**src/rtl/jpeb_uart_pkg.sv**
```systemverilog
// jpeb_uart_pkg: shared UART constants, FSM encoding and baud divisor rounding
package jpeb_uart_pkg;
  localparam int PARITY_NONE = 0;
  localparam int PARITY_EVEN = 1;
  localparam int PARITY_ODD  = 2;
  typedef enum logic [2:0] {IDLE, START, DATA, PAR, STOP} tx_state_e;
  function automatic int calc_div(input int clk_hz, input int baud);
    return (clk_hz + baud / 2) / baud;
  endfunction
endpackage

```
**src/rtl/sync_fifo.sv**
```systemverilog
// sync_fifo: synchronous FIFO with combinational head, drop-on-full push and ignore-on-empty pop
module sync_fifo #(
  parameter int WIDTH = 8,
  parameter int DEPTH = 16
) (
  input  logic                     clk,
  input  logic                     reset,
  input  logic                     push,
  input  logic [WIDTH-1:0]         push_data,
  input  logic                     pop,
  output logic [WIDTH-1:0]         head,
  output logic                     full,
  output logic                     empty,
  output logic [$clog2(DEPTH):0]   level
);
  localparam int AW = $clog2(DEPTH);
  logic [WIDTH-1:0] mem_q [DEPTH];
  logic [AW:0] wr_q, rd_q;
  logic do_push, do_pop;
  assign do_push = push && !full;
  assign do_pop  = pop && !empty;
  assign level   = wr_q - rd_q;
  assign full    = level == (AW + 1)'(DEPTH);
  assign empty   = wr_q == rd_q;
  assign head    = mem_q[rd_q[AW-1:0]];
  always_ff @(posedge clk) begin
    if (do_push) mem_q[wr_q[AW-1:0]] <= push_data;
  end
  always_ff @(posedge clk) begin
    if (reset) begin
      wr_q <= '0;
      rd_q <= '0;
    end else begin
      wr_q <= do_push ? wr_q + 1'b1 : wr_q;
      rd_q <= do_pop ? rd_q + 1'b1 : rd_q;
    end
  end
endmodule

```
**src/rtl/uart_tx_fifo.sv**
```systemverilog
// uart_tx_fifo: FIFO-buffered UART transmitter with zero-gap back-to-back frames
module uart_tx_fifo
  import jpeb_uart_pkg::*;
#(
  parameter int CLK_HZ     = 50_000_000,
  parameter int BAUD       = 115200,
  parameter int DATA_BITS  = 8,
  parameter int FIFO_DEPTH = 16,
  parameter int PARITY     = 0,
  parameter int STOP_BITS  = 1
) (
  input  logic                          clk,
  input  logic                          reset,
  input  logic                          wr_en,
  input  logic [DATA_BITS-1:0]          wr_data,
  output logic                          full,
  output logic                          empty,
  output logic [$clog2(FIFO_DEPTH):0]   level,
  output logic                          overflow,
  output logic                          busy,
  output logic                          tx
);
  localparam int DIV = calc_div(CLK_HZ, BAUD);
  localparam int CW  = $clog2(DIV);
  if (DIV < 2) begin : g_div_chk
    $error("uart_tx_fifo: DIV must be >= 2");
  end
  if (FIFO_DEPTH < 2 || (FIFO_DEPTH & (FIFO_DEPTH - 1)) != 0) begin : g_depth_chk
    $error("uart_tx_fifo: FIFO_DEPTH must be a power of two >= 2");
  end
  if (STOP_BITS != 1 && STOP_BITS != 2) begin : g_stop_chk
    $error("uart_tx_fifo: STOP_BITS must be 1 or 2");
  end
  if (PARITY != PARITY_NONE && PARITY != PARITY_EVEN && PARITY != PARITY_ODD) begin : g_par_chk
    $error("uart_tx_fifo: PARITY must be 0, 1 or 2");
  end
  if (DATA_BITS < 5 || DATA_BITS > 9) begin : g_bits_chk
    $error("uart_tx_fifo: DATA_BITS must be 5..9");
  end
  tx_state_e state_q, state_d;
  logic [CW-1:0] cnt_q, cnt_d;
  logic [3:0] bit_q, bit_d;
  logic [DATA_BITS-1:0] shift_q, shift_d, head;
  logic par_q, par_d, tx_q, tx_d, ovf_q, pop, tick, last_data, last_stop;
  sync_fifo #(.WIDTH(DATA_BITS), .DEPTH(FIFO_DEPTH)) u_fifo (
    .clk(clk), .reset(reset), .push(wr_en), .push_data(wr_data), .pop(pop),
    .head(head), .full(full), .empty(empty), .level(level)
  );
  assign tick      = cnt_q == '0;
  assign last_data = bit_q == 4'(DATA_BITS - 1);
  assign last_stop = bit_q == 4'(STOP_BITS - 1);
  assign pop       = !empty && (state_q == IDLE || (state_q == STOP && tick && last_stop));
  assign busy      = state_q != IDLE;
  assign tx        = tx_q;
  assign overflow  = ovf_q;
  always_comb begin
    state_d = state_q;
    cnt_d   = tick ? CW'(DIV - 1) : cnt_q - 1'b1;
    bit_d   = bit_q;
    shift_d = shift_q;
    par_d   = par_q;
    case (state_q)
      IDLE:  cnt_d = cnt_q;
      START: if (tick) begin
        state_d = DATA;
        bit_d   = '0;
      end
      DATA:  if (tick) begin
        shift_d = shift_q >> 1;
        bit_d   = last_data ? '0 : bit_q + 1'b1;
        state_d = !last_data ? DATA : (PARITY != PARITY_NONE) ? PAR : STOP;
      end
      PAR:   if (tick) begin
        state_d = STOP;
        bit_d   = '0;
      end
      STOP:  if (tick) begin
        bit_d   = last_stop ? '0 : bit_q + 1'b1;
        state_d = last_stop ? IDLE : STOP;
      end
      default: state_d = IDLE;
    endcase
    if (pop) begin
      state_d = START;
      cnt_d   = CW'(DIV - 1);
      bit_d   = '0;
      shift_d = head;
      par_d   = (^head) ^ (PARITY == PARITY_ODD);
    end
    tx_d = (state_d == START) ? 1'b0 : (state_d == DATA) ? shift_d[0] : (state_d == PAR) ? par_d : 1'b1;
  end
  always_ff @(posedge clk) begin
    if (reset) begin
      state_q <= IDLE;
      cnt_q   <= '0;
      bit_q   <= '0;
      shift_q <= '0;
      par_q   <= 1'b0;
      tx_q    <= 1'b1;
      ovf_q   <= 1'b0;
    end else begin
      state_q <= state_d;
      cnt_q   <= cnt_d;
      bit_q   <= bit_d;
      shift_q <= shift_d;
      par_q   <= par_d;
      tx_q    <= tx_d;
      ovf_q   <= wr_en && full;
    end
  end
endmodule

```
**config.mk**
```make
export PLATFORM = sky130hd
export DESIGN_NAME = uart_tx_fifo
export DESIGN_NICKNAME = d
export VERILOG_FILES = /design/src/rtl/jpeb_uart_pkg.sv /design/src/rtl/sync_fifo.sv /design/src/rtl/uart_tx_fifo.sv
export SDC_FILE = /design/constraint.sdc
export NUM_CORES = 1
export LEC_CHECK = 0
export CAP_MARGIN = 20
export CORE_AREA = 2 2 135 104
export DETAILED_ROUTE_END_ITERATION = 10
export DIE_AREA = 0 0 137 106
export GPL_ROUTABILITY_DRIVEN = 0
export GPL_TIMING_DRIVEN = 1
export PLACE_DENSITY = 0.74
export SYNTH_ARGS = -nofsm -noshare
export SYNTH_HDL_FRONTEND = slang
export SYNTH_SLANG_ARGS = --single-unit
```
**constraint.sdc**
```tcl
create_clock -name clk -period 3.1 [get_ports clk]
set_input_delay 0.775 -clock clk [delete_from_list [all_inputs] [get_ports clk]]
set_output_delay 0.775 -clock clk [all_outputs]
set_load 0.005 [all_outputs]
```
After elaboration in Yosys (flattened, before gate mapping)
Memories as Yosys holds them, arrays and structs flattened. A register that Yosys moved wholly into a read port is not among the register bits.
Index checks and enable logic that the tools add are counted.

operators by class
  $add $sub $neg = 5
  equal/unequal tests = 14
  mux-type cells = 28
  reduce and logical (&&, ||, !) cells = 21

operators with widths
  cell                   count
  $mux W4                7
  $mux W9                3
  $mux W8                3
  $mux W3                7
  $pmux W3 S5            1
  $eq A3 B2 Y1 const B   4
  $pmux W4 S3            1
  $add A5 B1 Y5 const B  2
  $logic_not A9 Y1       1
  $sub A9 B1 Y9 const B  1
  $reduce_xor A8 Y1      1
  $eq A3 B1 Y1 const B   2
  $logic_and A1 B1 Y1    6
  $mux W1                6
  $reduce_bool A3 Y1     2
  $eq A5 B5 Y1           1
  $eq A5 B5 Y1 const B   1
  $sub A5 B5 Y5          1
  $add A4 B1 Y4 const B  1
  $eq A4 B3 Y1 const B   1
  $logic_not A4 Y1       1
  $ne A2 B1 Y1 const B   2
  $ne A2 B2 Y1 const B   2
  $reduce_and A4 Y1      1
  other kinds (7)        10

word-level totals
  register bits = 37
  memory bits (writable) = 128
  logic and storage cells = 80
  memories kept = 1

memories
  name          depth  width  read ports  clocked after Yosys merged registers in  wr ports  RTL line         text
  u_fifo.mem_q  16     8      1           1                                        1         sync_fifo.sv:17  logic [WIDTH-1:0] mem_q [DEPTH];

Logic depth before layout (Yosys ltp)
Gate-level depths: netlist (run 1).

  depth in word-level cells = 10
  depth in mapped cells = 11

Cells and area by module
A second synthesis (run 1) with hierarchy kept.

unflattened totals
  cell total of the unflattened synthesis = 463
  area total of the unflattened synthesis = 7239.4 µm²

modules (own cells, without submodules)
  module        instances  cells an instance  area each (µm²)
  sync_fifo     1          284                5721.7
  uart_tx_fifo  1          179                1517.7

Worst setup path before layout (run 1)
No wires, ideal clock.

  kind = register to register
  start point = reg u_fifo.wr_q[0]
  end point = mem u_fifo.mem_q[0][0] (enable)
  library setup time = 0.332 ns
  arrival time = 2.545 ns
  required time = 2.768 ns
  setup slack = 0.223 ns
  stages on the path, launching flop included = 12
  buffers on the path = 2
  clock period less this slack = 2.877 ns
  cells stage by stage = dfxtp_1 inv_1 ha_1 fa_1 nand2b_1 a21boi_0 o21ai_0 o2111ai_1 and2_1 clkbuf_1 clkbuf_1 and3_1

between the ends
  longest elaborated chain between the ends = 6

ends and longest elaborated chain
  item                           RTL line         text
  from (decl)                    sync_fifo.sv:18  logic [AW:0] wr_q, rd_q;
  from (signal assigned)         sync_fifo.sv:34  wr_q <= do_push ? wr_q + 1'b1 : wr_q;
  $sub A5 B5 Y5                  sync_fifo.sv:22  assign level = wr_q - rd_q;
  $eq A5 B5 Y1                   sync_fifo.sv:23  assign full = level == (AW + 1)'(DEPTH);
  $logic_not A1 Y1               sync_fifo.sv:20  assign do_push = push && !full;
  $logic_and A1 B1 Y1            sync_fifo.sv:20
  $mux W1                        sync_fifo.sv:27  if (do_push) mem_q[wr_q[AW-1:0]] <= push_data;
  $mux W1 (implied by the code)  sync_fifo.sv:27
  to (decl)                      sync_fifo.sv:17

Several ways; a longest one is shown, not always the timed one.

Final worst setup path (run 1)
  start point = reg u_fifo.wr_q[0]
  end point = out full

between the ends
  longest elaborated chain between the ends = 2

ends and longest elaborated chain
  item           RTL line            text
  $sub A5 B5 Y5  sync_fifo.sv:22
  $eq A5 B5 Y1   sync_fifo.sv:23
  to (decl)      uart_tx_fifo.sv:16  output logic full,

No other way between the ends.

==> results of run 1 <==
logic make-up (layout without fill, tap and decap cells):
family / after synthesis / in the layout / synth area share
flops: 169 / 169 / 0.6524
buf+inv: 39 / 88 / 0.02223
fa+ha+maj: 14 / 14 / 0.02555
simple gates: 133 / 133 / 0.09783
mux: 40 / 40 / 0.1120
compound gates: 67 / 67 / 0.06668
xor+xnor: 19 / 19 / 0.02328
flip-flops by register name (all words and copies together), names as in the netlist, named ones only:
signal,count
u_fifo.mem_q,128
cnt_q,9
shift_q,8
u_fifo.rd_q,5
u_fifo.wr_q,5
bit_q,4
state_q,3
overflow,1
par_q,1
tx,1
repair_timing:
action,CTS,global route
setup endpoints to repair,4,83
endpoints found under the hold margin,0,0
pin swaps,2,2
setup buffers,1,2
gates resized for setup,13,15
worst paths after layout:
kind	slack [ns]	start	to	cells after the start
hold reg to reg	0.48	cnt_q[7]	cnt_q[7]	1
setup / recovery	0.03	u_fifo.wr_q[0]	full	9
setup reg to reg	0.16	u_fifo.rd_q[2]	u_fifo.mem_q[5][6]	10
hold / removal	0.48	cnt_q[7]	cnt_q[7]	1
critical path, delay by kind of cell (launching register included):
| kind | cells | cell delay, ns |
|---|---|---|
| buf+inv | 5 | 0.35 |
| compound gates | 1 | 0.13 |
| simple gates | 1 | 0.37 |
| fa+ha+maj | 2 | 0.69 |
| flops | 1 | 0.33 |
final cells by class:
class                   instances  share of cell area
flip-flops and latches        169              0.5615
multi-input cells             273              0.2840
clock buffers                  18             0.05159
repair buffers                 39             0.04347
well taps                     175             0.02632
clock inverters                14             0.02542
inverters                      17            0.007671
layer usage:
metal / wire, um / vias to the layer above
li1: - / 1929
met2: 6934 / 127
met5: 0 / -
met4: 144 / 0
met1: 6353 / 2076
met3: 1078 / 14
stage by stage:
| step | setup TNS [ns] | instances |
|---|---|---|
| detailed placement | 0 | 670 |
| global route | -0.04783 | 705 |
| global placement | 0 | 670 |
| finish | 0 | 705 |
| CTS | -0.04954 | 703 |
| floorplan | 0 | 481 |
power by group:
group / internal, mW / total, mW / switching, mW
clock: 1.37 / 2.28 / 0.908
sequential: 2.64 / 2.80 / 0.156
combinational: 1.07 / 2.26 / 1.19
cell usage in the layout (no fill, tap or decap), types with 3 or more instances in the layout:
master	synthesis	final
sky130_fd_sc_hd__and2_1	5	5
sky130_fd_sc_hd__clkinvlp_4	0	3
sky130_fd_sc_hd__mux4_2	32	32
sky130_fd_sc_hd__nand4_1	4	4
sky130_fd_sc_hd__inv_1	16	14
sky130_fd_sc_hd__nor3_1	9	9
sky130_fd_sc_hd__nor2_1	36	35
sky130_fd_sc_hd__o21ai_0	10	9
sky130_fd_sc_hd__and3_1	13	3
sky130_fd_sc_hd__mux2i_1	8	8
sky130_fd_sc_hd__dfxtp_1	41	38
sky130_fd_sc_hd__clkdlybuf4s50_1	0	18
sky130_fd_sc_hd__a21oi_1	14	14
sky130_fd_sc_hd__ha_1	13	12
sky130_fd_sc_hd__nand2b_1	4	4
sky130_fd_sc_hd__a211oi_1	11	11
sky130_fd_sc_hd__nand2_1	23	23
sky130_fd_sc_hd__and3_2	0	10
sky130_fd_sc_hd__xor2_1	3	3
sky130_fd_sc_hd__or3_1	5	5
sky130_fd_sc_hd__buf_4	0	17
sky130_fd_sc_hd__xnor2_1	16	16
sky130_fd_sc_hd__clkbuf_16	0	17
sky130_fd_sc_hd__inv_8	0	3
sky130_fd_sc_hd__bufinv_16	0	4
sky130_fd_sc_hd__edfxtp_1	128	128
sky130_fd_sc_hd__nor2b_1	11	11
sky130_fd_sc_hd__nand3_1	7	7
sky130_fd_sc_hd__a22oi_1	17	17
sky130_fd_sc_hd__nand3b_1	3	3
sky130_fd_sc_hd__inv_2	1	3
==> flow_results.xml, run 1 <==
<?xml version="1.0" encoding="UTF-8"?>
<metrics>
  <group name="place">
    <metric name="dp_area" unit="mm^2">0.007620</metric>
    <metric name="dp_worst_setup_slack" unit="ns">0.04334</metric>
    <metric name="io_buffers" unit="">20</metric>
    <metric name="dp.final_hpwl" unit="um">9487</metric>
  </group>
  <group name="route">
    <metric name="antenna_nets_post_route" unit="">0</metric>
    <metric name="remaining_drc_errors" unit="">0</metric>
    <metric name="drt-pass1-iter-count" unit="">5</metric>
    <metric name="route.vias.total" unit="">4146</metric>
    <metric name="drt_wl_cell" unit="um">20.58</metric>
    <metric name="dr.first_iter.drc_count" unit="">436</metric>
    <metric name="drt-vias-per-instance" unit="">5.881</metric>
    <metric name="postRouteWirelength" unit="um">14510</metric>
  </group>
  <group name="synthesis">
    <metric name="async_flop_share" unit="">0</metric>
    <metric name="synth.distinct_cells" unit="">51</metric>
    <metric name="postSynthAreaPerCell" unit="um^2">14.86</metric>
    <metric name="synth.yosys.warnings" unit="">0</metric>
    <metric name="synth_seq_cells" unit="">169</metric>
    <metric name="synth_top_area_share" unit="">0.5376</metric>
    <metric name="number_of_cells_produced_by_synthesis" unit="">481</metric>
    <metric name="dominantRegCellSynth" unit="">sky130_fd_sc_hd__edfxtp_1</metric>
    <metric name="netlist_area" unit="mm^2">0.007149</metric>
    <metric name="post-synth-top-count-cell" unit="">sky130_fd_sc_hd__edfxtp_1</metric>
    <metric name="synth-edff-count" unit="">128</metric>
    <metric name="yosys.area.top_type" unit="">sky130_fd_sc_hd__edfxtp_1</metric>
    <metric name="synth.area.top_cells" unit="">sky130_fd_sc_hd__edfxtp_1, sky130_fd_sc_hd__dfxtp_1, sky130_fd_sc_hd__mux4_2</metric>
    <metric name="netlist_top_cells_count" unit="">sky130_fd_sc_hd__edfxtp_1, sky130_fd_sc_hd__dfxtp_1, sky130_fd_sc_hd__nor2_1</metric>
    <metric name="yosysSeqAreaShare" unit="">0.6524</metric>
    <metric name="postSynthNetCount" unit="">506</metric>
  </group>
  <group name="global_routing">
    <metric name="grt.met2_usage" unit="">0.3287</metric>
    <metric name="grt_pass1_wl" unit="um">22760</metric>
    <metric name="antenna_found_initial" unit="">0</metric>
    <metric name="globalRouteMet1Util" unit="">0.3134</metric>
    <metric name="total_congestion_overflow" unit="">0</metric>
    <metric name="grt_pass1_vias" unit="">4132</metric>
    <metric name="grt_start_max_net_pins" unit="">33</metric>
    <metric name="grt_busiest_layer" unit="">met2</metric>
    <metric name="globalRouteTotalUtil" unit="">0.2168</metric>
    <metric name="groute.layer.met3.usage" unit="">0.05579</metric>
  </group>
  <group name="clock_network">
    <metric name="cts_tree" unit="">yes</metric>
    <metric name="inserted_clock_buffers" unit="">17</metric>
    <metric name="cts_root_buf" unit="">sky130_fd_sc_hd__clkbuf_16</metric>
    <metric name="clk_latency" unit="ns">0.43</metric>
    <metric name="cts.sinks" unit="">169</metric>
    <metric name="ctsHtreeMaxLevel" unit="">4</metric>
    <metric name="cts_buffer_depth" unit="">2</metric>
    <metric name="cts.reportedPaths.clkPinSlew" unit="ns">0.06</metric>
    <metric name="post_cts_hold_buffer_count" unit="">0</metric>
  </group>
  <group name="finish">
    <metric name="sequential_cell_area" unit="mm^2">0.004671</metric>
    <metric name="insertedDiodeCount" unit="">0</metric>
    <metric name="area.growth.synth_to_final" unit="%">16.35</metric>
    <metric name="layout_cells_sized_above_1" unit="">0.2094</metric>
    <metric name="nNetsFinal" unit="">542</metric>
    <metric name="multiInputGateArea" unit="mm^2">0.002362</metric>
    <metric name="final_core_util" unit="">0.6239</metric>
    <metric name="layout_filler_cell_count" unit="">1000</metric>
    <metric name="postLayoutCellArea" unit="mm^2">0.008318</metric>
  </group>
  <group name="sta">
    <metric name="timing.slew.headroom" unit="">0.5353</metric>
    <metric name="setup_repair_after_global_routing_missed_its_margin" unit="">yes</metric>
    <metric name="setup_slack" unit="ns">0.02782</metric>
    <metric name="final-setup-viol-count" unit="">0</metric>
    <metric name="fin_worst_skew" unit="ns">0.01041</metric>
    <metric name="hold_viol_final" unit="">0</metric>
    <metric name="worst_hold_slack" unit="ns">0.4823</metric>
    <metric name="timing_max_transition_violations_final" unit="">0</metric>
    <metric name="max_clock_freq" unit="GHz">0.3255</metric>
    <metric name="fraction_of_the_cycle_the_final_worst_path_needs" unit="">0.9910</metric>
    <metric name="tightestPinTransition" unit="ns">0.6949</metric>
    <metric name="finalCriticalPeriod" unit="ns">3.072</metric>
  </group>
  <group name="floorplan">
    <metric name="die_h" unit="um">106</metric>
    <metric name="coreArea" unit="mm^2">0.01333</metric>
    <metric name="initial_core_util" unit="">0.5362</metric>
    <metric name="io_pins" unit="">21</metric>
    <metric name="die_area" unit="mm^2">0.01452</metric>
    <metric name="rows" unit="">37</metric>
    <metric name="die_w" unit="um">137</metric>
  </group>
  <group name="setup_path">
    <metric name="critical_path_class" unit="">reg2out</metric>
    <metric name="cp.required" unit="ns">2.32</metric>
    <metric name="setup.worst_path.end_class" unit="">output port</metric>
    <metric name="critical-path-max-stage-delay" unit="ns">0.51</metric>
    <metric name="cp_slowest_cell" unit="">sky130_fd_sc_hd__fa_2</metric>
    <metric name="worstPathCellList" unit="">inv_2 &gt; ha_2 &gt; fa_2 &gt; inv_1 &gt; or3_1 &gt; inv_2 &gt; o2111ai_2 &gt; inv_1 &gt; clkbuf_2</metric>
    <metric name="cp_max_fo" unit="">3</metric>
    <metric name="cp.arrival" unit="ns">2.30</metric>
    <metric name="setup.worst_path.start_class" unit="">flop</metric>
  </group>
  <group name="min_path">
    <metric name="timing.hold.worst.class" unit="">reg2reg</metric>
  </group>
  <group name="power_and_ir_drop">
    <metric name="worst_vdd_rail_ir_drop" unit="V">0.0005866</metric>
    <metric name="power" unit="mW">7.336</metric>
    <metric name="power_density" unit="mW/mm^2">882.0</metric>
    <metric name="cellLeakagePower" unit="nW">2.781</metric>
  </group>
  <group name="run_status">
    <metric name="status" unit="">completed</metric>
  </group>
  <group name="run">
    <metric name="maxCapViolations" unit="">0</metric>
  </group>
</metrics>
Note: power is estimated with default switching activity, not from simulation.
==> inputs of run 2 (changes only) <==
CORE_AREA = 2 2 133 102   (was 2 2 135 104)
CTS_BUF_LIST = sky130_fd_sc_hd__clkbuf_4   (was not set)
DIE_AREA = 0 0 135 104   (was 0 0 137 106)
PLACE_DENSITY = 0.77   (was 0.74)
==> run 2 against run 1 <==
Net effect:
- the run now ends with setup timing left
- critical endpoint unchanged
- worst hold slack improved by 0.014 ns
- worst setup slack got worse by 0.19 ns
- cell count unchanged
- sequential power about the same
- highest routed layer unchanged
- clock skew increased by 0.012 ns
==> flow_results.xml, run 2 (synthesis results as in run 1) <==
<?xml version="1.0" encoding="UTF-8"?>
<metrics>
  <group name="power_and_ir_drop">
    <metric name="power_density" unit="mW/mm^2">806.1</metric>
    <metric name="switching_share" unit="">0.3411</metric>
    <metric name="power_share_of_the_combinational_group" unit="">0.372</metric>
    <metric name="worst_vdd_rail_ir_drop" unit="V">0.0005746</metric>
    <metric name="power.share.clock" unit="">0.203</metric>
    <metric name="internal-power" unit="mW">4.305</metric>
    <metric name="cellLeakagePower" unit="nW">2.687</metric>
    <metric name="power" unit="mW">6.533</metric>
    <metric name="netSwitchingPower" unit="mW">2.228</metric>
    <metric name="power_frac_seq" unit="">0.425</metric>
  </group>
  <group name="floorplan">
    <metric name="initial_core_util" unit="">0.5589</metric>
    <metric name="die_area" unit="mm^2">0.01404</metric>
    <metric name="die_h" unit="um">104</metric>
    <metric name="io_pins" unit="">21</metric>
    <metric name="die_w" unit="um">135</metric>
    <metric name="rows" unit="">36</metric>
    <metric name="coreArea" unit="mm^2">0.01279</metric>
  </group>
  <group name="finish">
    <metric name="sequential_cell_area" unit="mm^2">0.004674</metric>
    <metric name="layout_filler_cell_count" unit="">906</metric>
    <metric name="layout_cells_sized_above_1" unit="">0.2341</metric>
    <metric name="nNetsFinal" unit="">546</metric>
    <metric name="layout_common_cells" unit="">sky130_fd_sc_hd__edfxtp_1, sky130_fd_sc_hd__nor2_1, sky130_fd_sc_hd__dfxtp_1</metric>
    <metric name="final_core_util" unit="">0.6335</metric>
    <metric name="final_cell_count_without_fillers" unit="">705</metric>
    <metric name="area.growth.synth_to_final" unit="%">13.35</metric>
    <metric name="multiInputGateArea" unit="mm^2">0.002441</metric>
    <metric name="number_of_flip_flops_under_the_largest_register_name" unit="">128</metric>
    <metric name="layout.cells.most_common" unit="">sky130_fd_sc_hd__edfxtp_1</metric>
    <metric name="insertedDiodeCount" unit="">0</metric>
  </group>
  <group name="sta">
    <metric name="timing_max_transition_violations_final" unit="">0</metric>
    <metric name="hold_viol_final" unit="">0</metric>
    <metric name="fin_tns_setup" unit="ns">-0.1626</metric>
    <metric name="fraction_of_the_cycle_the_final_worst_path_needs" unit="">1.052</metric>
    <metric name="timing.slew.headroom" unit="">0.4878</metric>
    <metric name="setup_slack" unit="ns">-0.1626</metric>
    <metric name="finalCriticalPeriod" unit="ns">3.263</metric>
    <metric name="final-setup-viol-count" unit="">1</metric>
    <metric name="max_clock_freq" unit="GHz">0.3065</metric>
    <metric name="fin_worst_skew" unit="ns">0.02215</metric>
    <metric name="setup_repair_after_global_routing_missed_its_margin" unit="">yes</metric>
    <metric name="tightestPinTransition" unit="ns">0.7659</metric>
  </group>
  <group name="setup_path">
    <metric name="setup.worst_path.end_class" unit="">output port</metric>
    <metric name="timing.rr.start" unit="">u_fifo.wr_q[0]</metric>
    <metric name="critical_path_class" unit="">reg2out</metric>
    <metric name="timing.reg2reg.setup_slack" unit="ns">0.06</metric>
    <metric name="r2r.worst_path.cells" unit="">13</metric>
    <metric name="cp_max_fo" unit="">2</metric>
    <metric name="setup.worst_path.start_class" unit="">flop</metric>
    <metric name="cp.required" unit="ns">2.32</metric>
    <metric name="rr_endpoint" unit="">u_fifo.mem_q[10][5]</metric>
    <metric name="cp.arrival" unit="ns">2.49</metric>
  </group>
  <group name="clock_network">
    <metric name="cts.reportedPaths.clkPinSlew" unit="ns">0.15</metric>
    <metric name="cts_buffer_depth" unit="">2</metric>
    <metric name="cts_root_buf" unit="">sky130_fd_sc_hd__clkbuf_4</metric>
    <metric name="ctsHtreeMaxLevel" unit="">4</metric>
    <metric name="cts_tree" unit="">yes</metric>
    <metric name="inserted_clock_buffers" unit="">17</metric>
    <metric name="clk_latency" unit="ns">0.55</metric>
    <metric name="cts.sinks" unit="">169</metric>
  </group>
  <group name="place">
    <metric name="placedCellCount" unit="">664</metric>
    <metric name="dp.final_hpwl" unit="um">9968</metric>
    <metric name="io_buffers" unit="">20</metric>
  </group>
  <group name="min_path">
    <metric name="worst_hold_startpoint" unit="">shift_q[7]</metric>
    <metric name="min_delay_worst_endpoint" unit="">shift_q[7]</metric>
    <metric name="min_delay_path_depth" unit="">2</metric>
    <metric name="timing.hold.worst.class" unit="">reg2reg</metric>
  </group>
  <group name="route">
    <metric name="routed.top_layer" unit="">met4</metric>
    <metric name="met2_wirelength" unit="um">6885</metric>
    <metric name="met3_wirelength" unit="um">1142</metric>
    <metric name="route.vias.total" unit="">4248</metric>
    <metric name="antenna_nets_post_route" unit="">0</metric>
    <metric name="postRouteWirelength" unit="um">14930</metric>
    <metric name="dr.first_iter.drc_count" unit="">357</metric>
    <metric name="drt-pass1-iter-count" unit="">5</metric>
    <metric name="wl_met1" unit="um">6731</metric>
    <metric name="remaining_drc_errors" unit="">0</metric>
    <metric name="drt_wl_cell" unit="um">21.18</metric>
    <metric name="drt-vias-per-instance" unit="">6.026</metric>
  </group>
  <group name="global_routing">
    <metric name="antenna_found_initial" unit="">0</metric>
    <metric name="globalRouteTotalUtil" unit="">0.2255</metric>
    <metric name="grt_pass1_wl" unit="um">23450</metric>
    <metric name="total_congestion_overflow" unit="">0</metric>
    <metric name="grt_start_max_net_pins" unit="">33</metric>
    <metric name="grt_pass1_vias" unit="">4092</metric>
  </group>
  <group name="run">
    <metric name="maxCapViolations" unit="">0</metric>
  </group>
  <group name="run_status">
    <metric name="violations_in_the_final_reports" unit="">setup timing</metric>
    <metric name="status" unit="">complete, but fails checks</metric>
  </group>
</metrics>
## run 2: metrics by stage
stage               setup WS [ns]  hold slack (ns)  cell area (um^2)
finish                    -0.1626           0.4966              8104
global route              -0.2997           0.5350              8104
CTS                       -0.1214           0.5026              7990
detailed placement       -0.03051           0.4815              7612
global placement          0.09501           0.4653              7612
floorplan                  0.2232           0.4485              7149
## run 2: final cells by class
cell class,instances,share of cell area
clock inverters,15,0.02192
repair buffers,43,0.04971
inverters,17,0.008183
clock buffers,17,0.01575
flip-flops and latches,169,0.5768
multi-input cells,273,0.3012
well taps,171,0.02640
## run 2: how the worst max path moves through the flow
stage                   startpoint            endpoint
floorplan           u_fifo.wr_q[0]  u_fifo.mem_q[0][0]
global placement    u_fifo.wr_q[0]  u_fifo.mem_q[9][4]
detailed placement  u_fifo.wr_q[0]  u_fifo.mem_q[4][0]
CTS                 u_fifo.wr_q[0]                full
global route        u_fifo.wr_q[0]                full
finish              u_fifo.wr_q[0]                full
## run 2: per-layer routing
metal,vias up,global-route usage
li1,1932,-
met1,2121,0.3479
met2,178,0.3249
met3,17,0.05799
met4,0,0.05208
met5,-,0
## run 2: critical path: stages, from the launching register on
cell	delay, ns
sky130_fd_sc_hd__dfxtp_2	0.36
sky130_fd_sc_hd__inv_2	0.05
sky130_fd_sc_hd__ha_4	0.16
sky130_fd_sc_hd__fa_2	0.41
sky130_fd_sc_hd__nand2b_4	0.16
sky130_fd_sc_hd__a21boi_4	0.16
sky130_fd_sc_hd__or3_4	0.15
sky130_fd_sc_hd__buf_6	0.09
sky130_fd_sc_hd__buf_4	0.10
sky130_fd_sc_hd__o2111ai_4	0.11
sky130_fd_sc_hd__inv_1	0.07
sky130_fd_sc_hd__buf_2	0.10
## run 2: timing repair
item	CTS	global route
hold buffers	0	0
pin swaps	7	7
cloned	0	0
setup endpoints to repair	63	60
buffers inserted	5	4
resized for setup	24	23
## run 2: power groups by stage
stage / Clock (mW) / Combinational [mW] / Sequential [mW]
floorplan: 0 / 1.59 / 2.77
global placement: 0 / 2.17 / 2.81
detailed placement: 0 / 2.23 / 2.82
CTS: 1.35 / 2.30 / 2.77
global route: 1.45 / 2.64 / 2.81
finish: 1.33 / 2.43 / 2.78
